==> src/rtl/handle_remote_init_draw.sv <==
// Receive side of the opening deal: applies the opponent's 14 DRAW_CARD messages as map writes plus card-pool takes.
// Latency: inter_en at N -> write/take strobes at N+1 -> remote_ready again at N+2; done pulses 1 cycle after STATE_TURN.
// Backpressure: remote_ready low outside WAIT_MSG/WAIT_TURN; messages arriving then are dropped. Optional checks: REMOTE_INIT_CHECK_EN.
module handle_remote_init_draw #(
    parameter bit         PLAYER            = 1'b0,  // 0 = P1, 1 = P2
    parameter logic [3:0] GAME_P1_INIT_DRAW = 4'd1,
    parameter logic [3:0] GAME_P2_INIT_DRAW = 4'd2,
    parameter logic [3:0] MSG_DRAW_CARD     = 4'd1,
    parameter logic [3:0] MSG_STATE_TURN    = 4'd2
) (
    input  logic         clk,
    input  logic         rst,
    input  logic         interboard_rst,
    input  logic         remote_init_en,
    input  logic [3:0]   cur_game_state,
    input  logic         inter_en,
    input  logic [3:0]   inter_msg_type,
    input  logic [5:0]   inter_card,
    input  logic [4:0]   inter_block_x,
    input  logic [2:0]   inter_block_y,
    input  logic [105:0] available_card,
    output logic         remote_ready,
    output logic         map_wr_en,
    output logic [4:0]   map_wr_x,
    output logic [2:0]   map_wr_y,
    output logic [5:0]   map_wr_card,
    output logic         card_take_en,
    output logic [5:0]   card_take_id,
    output logic [3:0]   draw_count,
    output logic         remote_init_done,
    output logic         remote_init_err
);

    localparam bit         P1         = 1'b0;
    localparam logic [3:0] INIT_DRAWS = 4'd14;

`ifdef REMOTE_INIT_CHECK_EN
    localparam bit CHECK_EN = 1'b1;
`else
    localparam bit CHECK_EN = 1'b0;
`endif

    typedef enum logic [2:0] {
        S_IDLE,
        S_WAIT_MSG,
        S_APPLY,
        S_WAIT_TURN,
        S_FIN,
        S_ERR
    } state_t;

    state_t      state_q, state_d;
    logic [5:0]  hold_card_q, hold_card_d;
    logic [4:0]  hold_x_q, hold_x_d;
    logic [2:0]  hold_y_q, hold_y_d;
    logic [3:0]  draw_count_q, draw_count_d;

    logic        sync_rst;
    logic        opp_phase;
    logic        active;
    logic [6:0]  hi_idx;
    logic        card_present;
    logic        draw_bad;
    logic        apply_fire;

    assign sync_rst  = rst | interboard_rst;
    assign opp_phase = (PLAYER == P1) ? (cur_game_state == GAME_P2_INIT_DRAW)
                                      : (cur_game_state == GAME_P1_INIT_DRAW);
    assign active    = remote_init_en & opp_phase;

    // A card is in the pool if either of its two copy bits (card, card+53) is set.
    always_comb begin
        hi_idx       = {1'b0, inter_card} + 7'd53;
        card_present = available_card[inter_card];
        if (hi_idx < 7'd106) begin
            card_present = card_present | available_card[hi_idx];
        end
        draw_bad = CHECK_EN & ((inter_block_x > 5'd17) | ~card_present);
    end

    // Next-state and holding-register logic for the receive sequence.
    always_comb begin
        state_d      = state_q;
        hold_card_d  = hold_card_q;
        hold_x_d     = hold_x_q;
        hold_y_d     = hold_y_q;
        draw_count_d = draw_count_q;
        case (state_q)
            S_IDLE: begin
                draw_count_d = 4'd0;
                if (active) state_d = S_WAIT_MSG;
            end
            S_WAIT_MSG: begin
                if (!active) begin
                    state_d = S_IDLE;
                end else if (inter_en) begin
                    if (inter_msg_type == MSG_DRAW_CARD) begin
                        if (draw_bad) begin
                            state_d = S_ERR;
                        end else begin
                            hold_card_d = inter_card;
                            hold_x_d    = inter_block_x;
                            hold_y_d    = inter_block_y;
                            state_d     = S_APPLY;
                        end
                    end else if (CHECK_EN) begin
                        state_d = S_ERR;
                    end
                end
            end
            S_APPLY: begin
                // The strobe fires this cycle regardless of where we go next.
                draw_count_d = draw_count_q + 4'd1;
                if (!active) begin
                    state_d = S_IDLE;
                end else if (CHECK_EN && inter_en) begin
                    state_d = S_ERR;
                end else if (draw_count_d == INIT_DRAWS) begin
                    state_d = S_WAIT_TURN;
                end else begin
                    state_d = S_WAIT_MSG;
                end
            end
            S_WAIT_TURN: begin
                if (!active) begin
                    state_d = S_IDLE;
                end else if (inter_en) begin
                    if (inter_msg_type == MSG_STATE_TURN) begin
                        state_d = S_FIN;
                    end else if (CHECK_EN) begin
                        state_d = S_ERR;
                    end
                end
            end
            S_FIN: begin
                state_d = S_IDLE;
            end
            S_ERR: begin
                if (!remote_init_en) state_d = S_IDLE;
            end
            default: begin
                state_d = S_IDLE;
            end
        endcase
    end

    // Single state register; either reset source wins over every transition.
    always_ff @(posedge clk) begin
        if (sync_rst) begin
            state_q      <= S_IDLE;
            hold_card_q  <= 6'd0;
            hold_x_q     <= 5'd0;
            hold_y_q     <= 3'd0;
            draw_count_q <= 4'd0;
        end else begin
            state_q      <= state_d;
            hold_card_q  <= hold_card_d;
            hold_x_q     <= hold_x_d;
            hold_y_q     <= hold_y_d;
            draw_count_q <= draw_count_d;
        end
    end

    // Strobes come from the APPLY state and holding registers; a reset in that cycle suppresses them.
    always_comb begin
        apply_fire   = (state_q == S_APPLY) & ~sync_rst;
        map_wr_en    = apply_fire;
        card_take_en = apply_fire;
        map_wr_x     = apply_fire ? hold_x_q    : 5'd0;
        map_wr_y     = apply_fire ? hold_y_q    : 3'd0;
        map_wr_card  = apply_fire ? hold_card_q : 6'd0;
        card_take_id = apply_fire ? hold_card_q : 6'd0;
    end

    assign remote_ready     = (state_q == S_WAIT_MSG) | (state_q == S_WAIT_TURN);
    assign draw_count       = draw_count_q;
    assign remote_init_done = (state_q == S_FIN);

`ifdef REMOTE_INIT_CHECK_EN
    assign remote_init_err = (state_q == S_ERR);
`else
    assign remote_init_err = 1'b0;
`endif

endmodule
==> config.mk <==
export PLATFORM = sky130hd
export DESIGN_NAME = handle_remote_init_draw
export DESIGN_NICKNAME = d
export VERILOG_FILES = /design/src/rtl/handle_remote_init_draw.sv
export SDC_FILE = /design/constraint.sdc
export NUM_CORES = 1
export LEC_CHECK = 0
export BUFFER_PORTS_ARGS = -buffer_cell sky130_fd_sc_hd__buf_2
export CAP_MARGIN = 15
export CORE_MARGIN = 4
export CORE_UTILIZATION = 31
export DETAILED_ROUTE_END_ITERATION = 10
export PLACE_DENSITY = 0.81
export SYNTH_ARGS = -nofsm -noshare
export SYNTH_HDL_FRONTEND = slang
export SYNTH_SLANG_ARGS = --single-unit
==> constraint.sdc <==
create_clock -name clk -period 1.6 [get_ports clk]
set_input_delay 0.08 -clock clk [delete_from_list [all_inputs] [get_ports clk]]
set_output_delay 0.08 -clock clk [all_outputs]
set_load 0.02 [all_outputs]
Yosys cells after proc, flatten, opt, wreduce, memory -nomap -nowiden
Cells that the tools add are included.
- register bits: 21
- output and inout bits: 29
- logic and storage cells: 45
- $add $sub $neg: 1
- equality and inequality tests: 15
- muxes and demuxes: 15
- bitwise operators: 5
- reductions and logical operators: 4
- operators by type and width (cell ; count):
    3-bit 2-to-1 mux ; 9
    3-bit one-hot mux with 5 select lines ; 1
    3-bit inequality test, second input constant ; 4
    4-bit by 2-bit == test with 1-bit output, second input constant ; 2
    4-bit one-hot mux with 2 select lines ; 1
    3-bit by 2-bit == test with 1-bit output, second input constant ; 2
    3-bit == test, second input constant ; 2
    6-bit 2-to-1 mux ; 1
    6-bit AND reduction ; 1
    5-bit 2-to-1 mux ; 1
    4-bit by 1-bit adder with 4-bit output, second input constant ; 1
    4-bit by 1-bit == test with 1-bit output, second input constant ; 1
    4-bit == test, second input constant ; 1
    2-bit 2-to-1 mux ; 2
    2-bit inequality test, second input constant ; 2
    4-bit AND reduction ; 1
    3-bit by 1-bit == test with 1-bit output, second input constant ; 1
    3-bit zero test ; 1
    1-bit bitwise AND ; 2
    1-bit OR ; 2
    2-bit nonzero test ; 1
    1-bit NOT ; 1

Logic depth before layout (Yosys ltp)
- word-level depth: 5
- gate-level depth with buffers: 5

Least setup slack after synthesis
OpenSTA, ideal clock, no wires.
- path kind: reg2out
- start: register state_q[0]
- end: output port map_wr_card[0]
- arrival time: 1.435 ns
- slack: 0.085 ns
- cell stages (with the launch flop): 6
- buffers on the path: 3
- path through: dfxtp_1 buf_2 nor3b_4 clkbuf_1 and3_1 buf_4
- word-level cells in the longest chain between the ends: 3
- ends and longest elaborated chain (what ; RTL line ; source):
    start, declared ; 52 ; state_t state_q, state_d;
    start signal, assigned ; 156 ; state_q <= state_d;
    3-bit by 2-bit == test with 1-bit output ; 166 ; apply_fire = (state_q == S_APPLY) & ~sync_rst;
    1-bit bitwise AND ; 166 ;
    6-bit 2-to-1 mux ; - ;
    end, declared ; 26 ; output logic [5:0] map_wr_card,
Every way passes these cells.

Worst setup path in the final report
- start: register state_q[0]
- end: output port map_wr_card[1]
- word-level cells in the longest chain between the ends: 3
- ends and longest elaborated chain (what ; RTL line ; source):
    3-bit by 2-bit == test with 1-bit output ; 166 ;
    1-bit bitwise AND ; 166 ;
    6-bit 2-to-1 mux ; 171 ; map_wr_card = apply_fire ? hold_card_q : 6'd0;
Every way passes these cells.

==> impl_metrics.env <==
export IMPL_outcome="complete, no violations"
export IMPL_num_nets_final=323
export IMPL_worstReg2RegStart="state_q[0]"
export IMPL_yosys_top_cells_area="sky130_fd_sc_hd__dfxtp_1, sky130_fd_sc_hd__mux2i_1, sky130_fd_sc_hd__and3_1"
export IMPL_core_area_um2=3690
export IMPL_dpl_cell_area_um2=1470
export IMPL_die_area_um2=4890
export IMPL_postSynthRegisterBits=21
export IMPL_tritoncts_clock_tree="done"
export IMPL_core_rowCount=22
export IMPL_cp_num_buf_inv=3
export IMPL_path_clk_slew_ns=0.07
export IMPL_initial_utilization_pct=32.2
export IMPL_synthesis_yosys_warnings=0
export IMPL_cts_htree_levels=1
export IMPL_post_synthesis_compound_gate_area_fraction_pct=8.42
export IMPL_muxShareOfSynthArea_pct=11.8
export IMPL_clock_path_buffers=2
export IMPL_worst_path_dominant_cell_family="simple AND/OR/NAND/NOR gates"
export IMPL_regToRegEndpoint="state_q[1]"
export IMPL_critical_path_max_stage_delay_ns=0.35
export IMPL_rsz_0062_raised_after_global_routing="yes"
export IMPL_final_setup_tns_ns=0
export IMPL_p_sw_uw=211
export IMPL_most_common_cell_after_layout_fill_and_taps_aside="sky130_fd_sc_hd__buf_2"
export IMPL_synth_seq_area_share_pct=35.4
export IMPL_drc=0
export IMPL_cells_along_the_critical_path="buf_6, nor3b_4, buf_6, and3_4, buf_6"
export IMPL_synth_lib_cells_used_distinct=37
export IMPL_critPathSlowestCell="sky130_fd_sc_hd__dfxtp_4"
export IMPL_setup_worst_path_start_class="flop"
export IMPL_intPower_uw=735
export IMPL_final_setup_skew_ns=0.00422
export IMPL_avgSynthCellArea_um2=9.00
export IMPL_mappedNetlistArea_um2=1190
export IMPL_via_count_of_the_first_global_routing_pass=1035
export IMPL_antenna_violations_before_repair=0
export IMPL_number_of_max_capacitance_violations_reported=0
export IMPL_numPortBuffers=54
export IMPL_power_frac_comb_pct=8.2
export IMPL_cts_root_buf="sky130_fd_sc_hd__clkbuf_8"
export IMPL_crit_required_ns=1.52
export IMPL_vias_per_cell=4.79
export IMPL_timing_final_crit_share_pct=95.6
export IMPL_syn2layout_area_growth_pct=46.0
export IMPL_timing_hold_violations_final=0
export IMPL_synth_largest_area_cell="sky130_fd_sc_hd__dfxtp_1"
export IMPL_place_gp_congestion=0.928
export IMPL_rr_worst_depth=5
export IMPL_grt_overflow_total=0
export IMPL_r2r_setup_slack_ns=0.15
export IMPL_cts_hold_repair_buffers=0
export IMPL_finalCriticalPeriod_ns=1.53
export IMPL_slew_violations=0
export IMPL_seq_power_share_pct=55.1
export IMPL_worst_path_max_fanout=8
export IMPL_drt_wl_total_mm=3.09
export IMPL_worst_hold_path_num_cells=3
export IMPL_fin_ws_ns=0.0701
export IMPL_timing_critical_path_mode_cell="sky130_fd_sc_hd__buf_6"
export IMPL_crit_path_end_kind="output pin"
export IMPL_largest_family_of_logic_cells_by_synthesized_area="simple AND/OR/NAND/NOR gates"
export IMPL_floorplan_die_width_um=69.9
export IMPL_final_cell_area_um2=1740
export IMPL_critical_path_arrival_ns=1.45
export IMPL_drt_initial_drc_count=64
export IMPL_dieHeight_um=69.9
export IMPL_synth_top_cell_area_share_pct=35.4
export IMPL_crit_type="flop to output pin"
export IMPL_hp_class="input port to flop"
export IMPL_power_ir_vdd_worst_uv=424
export IMPL_cts_num_sinks=21
export IMPL_synth_adder_area_share_pct=2.11
export IMPL_max_freq_mhz=654
export IMPL_floorplan_io_pins=162
export IMPL_dr_pass1_iters=4
export IMPL_grt_start_max_net_pins=20
export IMPL_groute_usage_overall_pct=11.7
export IMPL_switching_power_as_a_share_of_total_power_pct=22.3
export IMPL_fin_hold_ws_ns=0.0556
export IMPL_leakage_nw=0.853
export IMPL_synth_xor_area_share_pct=1.47
export IMPL_dp_final_hpwl_mm=2.14
export IMPL_layout_cells_most_common_list="sky130_fd_sc_hd__buf_2, sky130_fd_sc_hd__dfxtp_1, sky130_fd_sc_hd__buf_6"
export IMPL_diodes=0
export IMPL_cts_inserted_buffers=3
export IMPL_pre_cts_slack_ns=0.0990
export IMPL_clock_latency_ns=0.26
export IMPL_synth_net_count=267
export IMPL_synth_simple_area_share_pct=31.3
export IMPL_drtAntennaViolNets=0
export IMPL_report_final_setup_viol=0
export IMPL_share_clk_of_total_power_pct=36.7
export IMPL_syn_inst=132
export IMPL_power_density_nw_per_um2=545
export IMPL_global_route_wire_length_before_repair_mm=4.69
export IMPL_layout_drive_gt1_share_pct=46.0
export IMPL_hold_path_start="inter_card[1]"
export IMPL_worst_hold_path_endpoint="hold_card_q[1]"
export IMPL_wl_per_cell_um=13.1
export IMPL_vias=1126
==> cell usage after synthesis <==
cell type                    n
sky130_fd_sc_hd__and3_1     14
sky130_fd_sc_hd__nand4b_1    1
sky130_fd_sc_hd__nor2b_1     1
sky130_fd_sc_hd__and2_1      1
sky130_fd_sc_hd__ha_1        2
sky130_fd_sc_hd__clkbuf_1    4
sky130_fd_sc_hd__buf_1       1
sky130_fd_sc_hd__a21oi_1     5
sky130_fd_sc_hd__o2111ai_1   1
sky130_fd_sc_hd__buf_6       1
sky130_fd_sc_hd__dfxtp_1    21
sky130_fd_sc_hd__mux2i_1    14
sky130_fd_sc_hd__nand4_4     1
sky130_fd_sc_hd__buf_4       8
sky130_fd_sc_hd__and4bb_2    1
sky130_fd_sc_hd__conb_1      1
sky130_fd_sc_hd__o31a_1      1
sky130_fd_sc_hd__nand4_1     2
sky130_fd_sc_hd__a311oi_1    1
sky130_fd_sc_hd__o22ai_1     1
sky130_fd_sc_hd__inv_1       4
sky130_fd_sc_hd__nand2_1     5
sky130_fd_sc_hd__nor4b_4     1
sky130_fd_sc_hd__a221oi_2    1
sky130_fd_sc_hd__nor2_1     17
sky130_fd_sc_hd__nor3b_4     2
sky130_fd_sc_hd__buf_2       1
sky130_fd_sc_hd__nand3_1     4
sky130_fd_sc_hd__nor3b_1     1
sky130_fd_sc_hd__nand2b_1    1
sky130_fd_sc_hd__o21ai_0     4
sky130_fd_sc_hd__xnor2_1     1
sky130_fd_sc_hd__nor3_1      2
sky130_fd_sc_hd__a211oi_1    1
sky130_fd_sc_hd__or2_2       1
sky130_fd_sc_hd__xor2_1      1
sky130_fd_sc_hd__nand3b_1    3
==> state kept, by name, indices dropped and copies added (netlist names) <==
register and cells:
hold_x_q 5, draw_count 4, hold_y_q 3, hold_card_q 6, state_q 3
==> worst min-delay path: cells and delay by family <==
kind / cells / cell delay, ns
AND/OR/NAND/NOR: 1 / 0.07
multiplexers: 1 / 0.05
buffers and inverters: 1 / 0.08
==> power groups by stage <==
stage               Combinational (mW)  Clock (mW)  Sequential, mW
detailed placement              0.0756           0           0.535
finish                          0.0776       0.347           0.521
floorplan                       0.0309           0           0.535
CTS                             0.0768       0.360           0.521
global placement                0.0751           0           0.535
global route                    0.0862       0.379           0.521
==> layout make-up <==
class,instances,area (µm²)
tap,48,60.1
fill,361,1950
inverter,4,15.0
clock buffer,4,45.0
sequential,21,424
multi-input combinational,92,703
timing repair buffer,66,488
==> cell families after synthesis <==
logic type,Yosys count
buffers and inverters,19
AND/OR/NAND/NOR,58
XOR/XNOR,2
other,1
AO/OA/AOI/OAI,15
adder cells (fa/ha/maj),2
flip-flops,21
multiplexers,14
==> routing by layer <==
layer / part of all wire [%] / up-vias / global-route usage, %
met4: 0.62 / 0 / 1.91
met2: 48 / 45 / 19.3
li1: - / 566 / -
met3: 9.6 / 2 / 5.47
met5: 0 / - / 0
met1: 42 / 513 / 14.2
==> through the flow <==
step,std cells,util [%],power (mW)
finish,235,47.0,0.945
global placement,225,39.8,0.610
detailed placement,225,39.8,0.611
floorplan,132,-,0.566
global route,235,47.0,0.986
CTS,232,43.1,0.957
==> how the worst max path moves through the flow <==
stage	depth (start not counted)	startpoint	endpoint	slack (ns)
after CTS	5	state_q[0]	card_take_id[0]	0.002
after floorplan	5	state_q[0]	map_wr_card[0]	0.08
final	5	state_q[0]	map_wr_card[1]	0.07
after global routing	5	state_q[0]	map_wr_card[1]	-0.03
after global placement	4	state_q[2]	hold_card_q[0]	0.10
after detailed placement	4	state_q[2]	hold_card_q[3]	0.1
==> what timing repair did <==
item | 4_1_cts | 5_1_grt
pin swaps | 1 | 7
endpoints found under the setup margin | 20 | 28
resized for setup | 19 | 30
buffers inserted | 2 | 3
gates cloned | 1 | 0
No activity file was read; power rests on OpenSTA's default activity.
